**config.mk**
```make
export PLATFORM = sky130hd
export DESIGN_NAME = fencei_flush_ctrl_flat
export DESIGN_NICKNAME = d
export VERILOG_FILES = /design/src/rtl/fencei_flush_ctrl_if.sv /design/src/rtl/fencei_flush_ctrl.sv /design/src/flat_wrapper.sv
export SDC_FILE = /design/constraint.sdc
export NUM_CORES = 1
export LEC_CHECK = 0
export BUFFER_PORTS_ARGS = -buffer_cell sky130_fd_sc_hd__buf_2
export CAP_MARGIN = 10
export CORE_UTILIZATION = 56
export DETAILED_ROUTE_END_ITERATION = 10
export GPL_TIMING_DRIVEN = 1
export PLACE_DENSITY = 0.8
export SLEW_MARGIN = 40
export SYNTH_ARGS = -nofsm -noshare
export SYNTH_HDL_FRONTEND = slang
export SYNTH_SLANG_ARGS = --single-unit
```
**constraint.sdc**
```tcl
create_clock -name clk -period 2.28 [get_ports clk]
set_clock_uncertainty 0.05 [all_clocks]
set_input_delay 0.228 -clock clk [delete_from_list [all_inputs] [get_ports clk]]
set_output_delay 0.228 -clock clk [all_outputs]
set_load 0.02 [all_outputs]
```
**src/rtl/fencei_flush_ctrl_if.sv**
```systemverilog
// Signal bundle between fencei_flush_ctrl and decode, store buffer, I-cache and fetch.
// The master modport is the environment side; the slave modport is the controller.
interface fencei_flush_ctrl_if #(
   parameter int XLEN  = 32,
   parameter int IDX_W = 6
);
   logic             fencei_flush_pulse;
   logic [XLEN-1:0]  fencei_pc;
   logic             sb_empty;
   logic             ic_inv_valid;
   logic [IDX_W-1:0] ic_inv_idx;
   logic             ic_inv_ready;
   logic             fetch_redirect_valid;
   logic [XLEN-1:0]  fetch_redirect_pc;
   logic             stall_o;
   logic             busy;
   logic             fencei_done;
   logic             drain_err;

   modport master (
      output fencei_flush_pulse, fencei_pc, sb_empty, ic_inv_ready,
      input  ic_inv_valid, ic_inv_idx, fetch_redirect_valid, fetch_redirect_pc,
             stall_o, busy, fencei_done, drain_err
   );

   modport slave (
      input  fencei_flush_pulse, fencei_pc, sb_empty, ic_inv_ready,
      output ic_inv_valid, ic_inv_idx, fetch_redirect_valid, fetch_redirect_pc,
             stall_o, busy, fencei_done, drain_err
   );
endinterface

```
**src/rtl/fencei_flush_ctrl.sv**
```systemverilog
// FENCE.I sequencer: stall, drain the store buffer, invalidate every I-cache set,
// then redirect fetch to the instruction after the FENCE.I.
module fencei_flush_ctrl #(
   parameter int XLEN      = 32,
   parameter int IC_SETS   = 64,
   parameter int IDX_W     = $clog2(IC_SETS),
   parameter int DRAIN_TMO = 1024
) (
   input logic              clk,
   input logic              rst_n,
   fencei_flush_ctrl_if.slave bus
);
   localparam int TMO_W = $clog2(DRAIN_TMO + 1);
   localparam logic [TMO_W-1:0] TMO_MAX  = TMO_W'(DRAIN_TMO);
   localparam logic [TMO_W-1:0] TMO_LAST = TMO_W'(DRAIN_TMO - 1);
   localparam logic [IDX_W-1:0] IDX_LAST = IDX_W'(IC_SETS - 1);

   typedef enum logic [1:0] {IDLE, DRAIN, INVAL, REDIRECT} state_t;

   state_t           state;
   logic [IDX_W-1:0] idx;
   logic [XLEN-1:0]  pc_q;
   logic [TMO_W-1:0] tmo;
   logic             drain_err_q;
   logic             inv_valid_q;
   logic             redir_valid_q;
   logic [XLEN-1:0]  redir_pc_q;
   logic             done_q;

   always_ff @(posedge clk or negedge rst_n) begin
      if (!rst_n) begin
         state         <= IDLE;
         idx           <= '0;
         pc_q          <= '0;
         tmo           <= '0;
         drain_err_q   <= 1'b0;
         inv_valid_q   <= 1'b0;
         redir_valid_q <= 1'b0;
         redir_pc_q    <= '0;
         done_q        <= 1'b0;
      end else begin
         case (state)
            IDLE: begin
               if (bus.fencei_flush_pulse) begin
                  pc_q        <= bus.fencei_pc;
                  idx         <= '0;
                  tmo         <= '0;
                  drain_err_q <= 1'b0;
                  state       <= DRAIN;
               end
            end
            DRAIN: begin
               if (bus.sb_empty) begin
                  inv_valid_q <= 1'b1;
                  state       <= INVAL;
               end else begin
                  if (tmo != TMO_MAX) tmo <= tmo + TMO_W'(1);
                  // Flag goes up on the cycle tmo reaches DRAIN_TMO; the drain itself continues.
                  if (tmo >= TMO_LAST) drain_err_q <= 1'b1;
               end
            end
            INVAL: begin
               if (bus.ic_inv_ready) begin
                  if (idx == IDX_LAST) begin
                     inv_valid_q   <= 1'b0;
                     redir_valid_q <= 1'b1;
                     redir_pc_q    <= pc_q + XLEN'(4);
                     done_q        <= 1'b1;
                     state         <= REDIRECT;
                  end else begin
                     idx <= idx + IDX_W'(1);
                  end
               end
            end
            REDIRECT: begin
               redir_valid_q <= 1'b0;
               redir_pc_q    <= '0;
               done_q        <= 1'b0;
               state         <= IDLE;
            end
            default: state <= IDLE;
         endcase
      end
   end

   // Stall is combinational so it also covers the pulse cycle itself.
   assign bus.stall_o              = bus.fencei_flush_pulse | (state != IDLE);
   assign bus.busy                 = (state != IDLE);
   assign bus.ic_inv_valid         = inv_valid_q;
   assign bus.ic_inv_idx           = idx;
   assign bus.fetch_redirect_valid = redir_valid_q;
   assign bus.fetch_redirect_pc    = redir_pc_q;
   assign bus.fencei_done          = done_q;
   assign bus.drain_err            = drain_err_q;
endmodule

```
**src/flat_wrapper.sv**
```systemverilog
// flat-port wrapper written by rule: the top's interface ports become plain ports
module fencei_flush_ctrl_flat 
#(
   parameter int XLEN      = 32,
   parameter int IC_SETS   = 64,
   parameter int IDX_W     = $clog2(IC_SETS),
   parameter int DRAIN_TMO = 1024
)
  (clk, rst_n, bus_fencei_flush_pulse, bus_fencei_pc, bus_sb_empty, bus_ic_inv_ready, bus_ic_inv_valid, bus_ic_inv_idx, bus_fetch_redirect_valid, bus_fetch_redirect_pc, bus_stall_o, bus_busy, bus_fencei_done, bus_drain_err);
  fencei_flush_ctrl_if #(.XLEN(XLEN), .IDX_W(IDX_W)) bus_i ();
  input logic clk;
  input logic rst_n;
  input wire logic [$bits(bus_i.fencei_flush_pulse)-1:0] bus_fencei_flush_pulse;
  input wire logic [$bits(bus_i.fencei_pc)-1:0] bus_fencei_pc;
  input wire logic [$bits(bus_i.sb_empty)-1:0] bus_sb_empty;
  input wire logic [$bits(bus_i.ic_inv_ready)-1:0] bus_ic_inv_ready;
  output wire logic [$bits(bus_i.ic_inv_valid)-1:0] bus_ic_inv_valid;
  output wire logic [$bits(bus_i.ic_inv_idx)-1:0] bus_ic_inv_idx;
  output wire logic [$bits(bus_i.fetch_redirect_valid)-1:0] bus_fetch_redirect_valid;
  output wire logic [$bits(bus_i.fetch_redirect_pc)-1:0] bus_fetch_redirect_pc;
  output wire logic [$bits(bus_i.stall_o)-1:0] bus_stall_o;
  output wire logic [$bits(bus_i.busy)-1:0] bus_busy;
  output wire logic [$bits(bus_i.fencei_done)-1:0] bus_fencei_done;
  output wire logic [$bits(bus_i.drain_err)-1:0] bus_drain_err;
  assign bus_i.fencei_flush_pulse = bus_fencei_flush_pulse;
  assign bus_i.fencei_pc = bus_fencei_pc;
  assign bus_i.sb_empty = bus_sb_empty;
  assign bus_i.ic_inv_ready = bus_ic_inv_ready;
  assign bus_ic_inv_valid = bus_i.ic_inv_valid;
  assign bus_ic_inv_idx = bus_i.ic_inv_idx;
  assign bus_fetch_redirect_valid = bus_i.fetch_redirect_valid;
  assign bus_fetch_redirect_pc = bus_i.fetch_redirect_pc;
  assign bus_stall_o = bus_i.stall_o;
  assign bus_busy = bus_i.busy;
  assign bus_fencei_done = bus_i.fencei_done;
  assign bus_drain_err = bus_i.drain_err;
  fencei_flush_ctrl #(.XLEN(XLEN), .IC_SETS(IC_SETS), .IDX_W(IDX_W), .DRAIN_TMO(DRAIN_TMO)) u_core (.clk(clk), .rst_n(rst_n), .bus(bus_i));
endmodule
```
## Word level (Yosys, flattened, before mapping)

Cells that the tools add are included.

| storage, ports and cells | value |
|---|---|
| register bits after elaboration | 86 |
| input port bits | 37 |
| output and inout bits | 44 |
| logic and storage cells | 66 |

| operators by class | value |
|---|---|
| add/subtract/negate cells | 3 |
| magnitude comparators | 1 |
| equality and inequality tests | 13 |
| multiplexer cells | 27 |
| bitwise logic cells | 1 |
| reduce and logical (&&, ||, !) cells | 13 |

Operators with widths:

| cell | count |
|---|---|
| $mux W32 | 2 |
| $pmux W32 S2 | 1 |
| $mux W11 | 3 |
| $add A32 B3 Y32 const B | 1 |
| $pmux W11 S2 | 1 |
| $reduce_and A4 Y1 | 5 |
| $mux W6 | 3 |
| $pmux W6 S2 | 1 |
| $add A11 B1 Y11 const B | 1 |
| $ge A11 B10 Y1 const B | 1 |
| $ne A11 B11 Y1 const B | 1 |
| $ne A2 B2 Y1 const B | 5 |
| $reduce_bool A2 Y1 | 5 |
| $mux W1 | 8 |
| $mux W2 | 4 |
| $pmux W2 S4 | 1 |
| $add A6 B1 Y6 const B | 1 |
| $eq A6 B6 Y1 const B | 1 |
| $ne A2 B1 Y1 const B | 3 |
| $pmux W1 S2 | 3 |
| $eq A2 B2 Y1 const B | 2 |
| $reduce_and A3 Y1 | 1 |
| $eq A2 B1 Y1 const B | 1 |
| $logic_not A2 Y1 | 1 |
| 2 further kinds | 2 |

## Depth between registers and ports, before layout

| logic depth | value |
|---|---|
| depth in word-level cells | 4 |
| gate-level depth with buffers | 8 |
| mapped depth without buffers | 7 |

## Worst setup path after synthesis

Ideal clock, no wire load.

| path | value |
|---|---|
| kind | register to register |
| from | reg u_core.idx[0] (netlist: u_core.bus.ic_inv_idx[0]) |
| to | reg u_core.redir_pc_q[5] (netlist: u_core.bus.fetch_redirect_pc[5]) |
| library setup time | 95 ps |
| arrival | 1805 ps |
| data required time | 2135 ps |
| setup slack | 330 ps |
| stages on the path, launching flop included | 8 |
| buffers on the path | 1 |
| clock period less this slack | 1950 ps |
| cells stage by stage | dfrtp_1 > ha_1 > and4_1 > and3_1 > mux2i_2 > buf_2 > nand2_1 > o31ai_1 |

| on the way | value |
|---|---|
| word-level cells in the longest chain between the ends | 3 |

RTL lines:

| item | RTL line | text |
|---|---|---|
| from (decl) | fencei_flush_ctrl.sv:21 | `logic [IDX_W-1:0] idx;` |
| from (signal assigned) | fencei_flush_ctrl.sv:71 | `idx <= idx + IDX_W'(1);` |
| $eq A6 B6 Y1 | fencei_flush_ctrl.sv:64 | `if (idx == IDX_LAST) begin` |
| $ne A2 B1 Y1 (no line) | -- |  |
| $reduce_and A3 Y1 (no line) | -- |  |
| to (signal assigned) | fencei_flush_ctrl.sv:67 | `redir_pc_q <= pc_q + XLEN'(4);` |
| to (decl) | fencei_flush_ctrl.sv:27 | `logic [XLEN-1:0] redir_pc_q;` |

Every way passes these cells.
A chain may end at the register's enable or synchronous reset.

## Worst setup path after layout

| path | value |
|---|---|
| from | reg u_core.state[0] |
| to | reg u_core.tmo[5] |

| on the way | value |
|---|---|
| word-level cells in the longest chain between the ends | 3 |
| elaborated cells on any way between the ends | 8 |
| those cells by class | 4 x eq/ne; 1 x mux; 3 x reduce/logical |

RTL lines:

| item | RTL line | text |
|---|---|---|
| from (decl) | fencei_flush_ctrl.sv:20 | `state_t state;` |
| from (signal assigned) | fencei_flush_ctrl.sv:32 | `state <= IDLE;` |
| from (signal assigned) | fencei_flush_ctrl.sv:49 | `state <= DRAIN;` |
| from (signal assigned) | fencei_flush_ctrl.sv:55 | `state <= INVAL;` |
| $eq A2 B1 Y1 or $logic_not A2 Y1 (tied branches) | fencei_flush_ctrl.sv:42 | `case (state)` |
| $ne A2 B1 Y1 (no line), or another cell as far along | -- |  |
| $reduce_and A4 Y1 (no line) | -- |  |
| to (signal assigned) | fencei_flush_ctrl.sv:57 | `if (tmo != TMO_MAX) tmo <= tmo + TMO_W'(1);` |
| to (decl) | fencei_flush_ctrl.sv:23 | `logic [TMO_W-1:0] tmo;` |

Several ways; a longest one is shown, not always the timed one.

==> impl_results.md <==
- Status: completed
- CTS H-Tree Depth: 3
- Chip width: about 90 um
- Routed wire length: roughly 9000 um
- Area occupied by multi-input gates: approximately 0.002 mm^2
- Post-synthesis mux area share: 0.0916
- Crit-path max FO: 6
- Total Neg Setup Slack: 0 ns
- Worst-path clk slew: ~0.09 ns
- Cts bufs inserted: 9
- Share of the synthesized area in the top cell type: 0.500
- Worst hold path type: input port to flop
- Clock share of power: 0.190
- Longest Clk Path Bufs: 2
- Sequential share of the synthesized area: 0.500
- Netlist cell types: between 40 and 50
- Sequential Power Share: 0.459
- Layout area overhead: 17.5%
- Global route overflow: 0
- Most frequent cells in the layout: dfrtp_1 (86), buf_2 (79), nand2_1 (55)
- I/O pin cnt: between 80 and 90
- First-pass GRT wire length: approximately 15000 um
- Post-layout net count: ~530
- Number of hold violations in the final report: 0
- Max Cap Viol: 0
- Critical path's largest stage delay: around 0.4 ns
- Sink Count: 86
- Clk Latency, worst-skew pair: ~0.36 ns
- Synth Area in Simple Gates: 0.200
- Core Box Area: roughly 0.0073 mm^2
- Global placement routability congestion: 0.849
- Port Buffers: 80
- Max Slew Vio Count: 0
- DRT antenna net count: 0
- Filler Cells Inserted: about 570
- Arrival time at the worst endpoint: about 2.3 ns
- Final setup violation count: 0
- Iter 0 DRT Violations: about 210
- Area share of fa/ha/maj cells after synthesis: 0.0233
- Final non-filler cell area: between 0.005 and 0.006 mm^2
- Final core occ: 0.690
- Placed cell area: 0.00486 mm^2
- Post-synth EDFFs: 0
- Cell Rows: 31
- Most common cell after layout, fill and taps aside: dfrtp_1
- CP Launch Type: flop
- P_leak: about 2.3 nW
- Die Y: around 90 um
- CP endpoint kind: flop
- Antenna violations before repair: 0
- Switching Fraction: 0.382
- WS Path Type: flop to flop
- Critical path origin: u_core.state[0]
- Mapped Nets: 444
- Largest family of logic cells by synthesized area: simple AND/OR/NAND/NOR gates
- CTS Hold Bufs: 1
- Seq cells post-synth: 86
- Layout cells sized above 1: 0.317
- Ys flop type: dfrtp_1
- Share of async-settable or async-resettable flops after synthesis: 1.00
- Max Clock Freq: slightly below 500 MHz
- IR drop worst, VDD: around 0.47 mV
- Dpl cells: 571
- Crit path max-delay family: simple AND/OR/NAND/NOR gates
- Final std cells w/o fill: between 500 and 600
- Synth Area in Compound Gates: 0.0832
- Buf/Inv on CP: 1
- Synth Area in XOR/XNOR: 0.0733
- Register area: about 0.0022 mm^2
- Die area: approximately 0.008 mm^2
- Top post-synthesis cells by area: dfrtp_1 (50%), mux2_2 (8.4%), nand2_1 (4.8%)
- Clock Tree Root: clkbuf_8
- Total GRT Usage: 0.246
- Final period util: 0.910
- Yosys warns: 0
- CP cell instances: inv_1, ha_1, nor2b_4, a211oi_4, nand4_2, or3_1, a21oi_1
- Routed via count: 3326
- Initial Util: 0.587
- Yosys top cell by area: dfrtp_1
- Pwr dens: slightly above 1000 mW/mm^2
- Comb pwr share: 0.351
- Hold slack final: between 0.04 and 0.05 ns
- Net switching power: between 2 and 2.5 mW
- Initial DRT Pass Iterations: 4
- RR Startpoint: u_core.state[0]
- Synthesized instance count: 399
- Post-route DRC: 0
- PostCTS Resize Cnt: 0
- Setup bufs post-CTS: 0
- Routed vias/inst: approximately 5.7
- Internal cell power: 3.24 mW
- Tmin final: slightly above 2 ns
- Routed WL per cell: around 16 um
- CTS tree: done
- Unrepaired setup endpoints after global routing: no
- Actual slew at the worst max-slew pin: ~0.5 ns
- Hold Path Origin: bus_fencei_pc[29]
- Slew headroom: 0.663
- CP required: approximately 2.5 ns
- DP Wirelength: 6490 um
- Largest net degree at the start of global routing: 54
- Post-Syn Area: between 0.004 and 0.005 mm^2
- # diodes: 0
- Vias in the first global route: 3176
- Slowest CP cell: dfrtp_1
- Post-Syn Area per Cell: 10.8 um^2
[final cells by class]
class | count | area share
repair buffers | 88 | 0.0995
clock buffers | 11 | 0.0300
clock inverters | 5 | 0.00668
multi-input cells | 285 | 0.403
flip-flops and latches | 86 | 0.426
inverters | 14 | 0.0104
well taps | 99 | 0.0245
[through the flow]
step	setup WS [ns]	power (mW)
detailed placement	0.213	4.26
global route	0.0174	5.58
finish	0.206	5.25
floorplan	0.330	3.68
CTS	0.189	5.26
global placement	0.359	4.16
[metal layers]
layer	part of all wire	routed length, um	vias up	GRT usage
met3	0.047	429	16	0.0475
li1	-	-	1582	-
met2	0.47	4370	82	0.397
met5	0	0	-	0
met4	0.018	166	0	0.0952
met1	0.46	4240	1646	0.332
[power groups by stage]
stage / clock, mW / sequential [mW] / combinational (mW)
after floorplan: 0 / 2.34 / 1.33
after global placement: 0 / 2.38 / 1.78
after detailed placement: 0 / 2.42 / 1.84
after CTS: 1.01 / 2.39 / 1.85
after global routing: 1.08 / 2.47 / 2.04
final: 0.996 / 2.41 / 1.84
[cells by family after synthesis]
kind of cell	after synthesis
mux	35
fa+ha+maj	8
compound gates	58
simple gates	148
buf+inv	28
flops	86
xor+xnor	36
[synth_stat cells, types with 6 or more instances]
library cell / count
and3_1: 8
and4_1: 6
buf_2: 7
dfrtp_1: 86
ha_1: 8
inv_1: 14
mux2_2: 32
nand2_1: 55
nand3_1: 12
nand4_1: 11
nor2_1: 20
nor4_2: 11
o21ai_0: 23
o21ai_1: 12
xnor2_1: 22
xor2_1: 14
[flip-flops by register name (all words and copies together) (netlist names)]
name                             cells
u_core.bus.drain_err                 1
u_core.bus.ic_inv_idx                6
u_core.tmo                          11
u_core.bus.fetch_redirect_valid      1
u_core.pc_q                         32
u_core.bus.ic_inv_valid              1
u_core.state                         2
u_core.bus.fetch_redirect_pc        32
[worst register-to-register path: cells and delay by family, from the launching register on]
| kind | cells | cell delay [ns] |
|---|---|---|
| simple gates | 3 | 0.69 |
| compound gates | 2 | 0.48 |
| buf+inv | 1 | 0.09 |
| fa+ha+maj | 1 | 0.28 |
| flops | 1 | 0.41 |
[worst paths after layout]
path | end | slack (ns) | depth (start not counted)
worst max-delay path | u_core.tmo[5] | 0.21 | 7
worst min-delay path | u_core.pc_q[29] | 0.05 | 2
worst max register to register | u_core.tmo[5] | 0.21 | 7
worst min register to register | u_core.bus.fetch_redirect_pc[7] | 0.43 | 2
max in group asynchronous | u_core.pc_q[5] | 1.26 | 3
min in group asynchronous | u_core.bus.ic_inv_idx[1] | 0.30 | 2
Note: power is estimated with default switching activity, not from simulation.
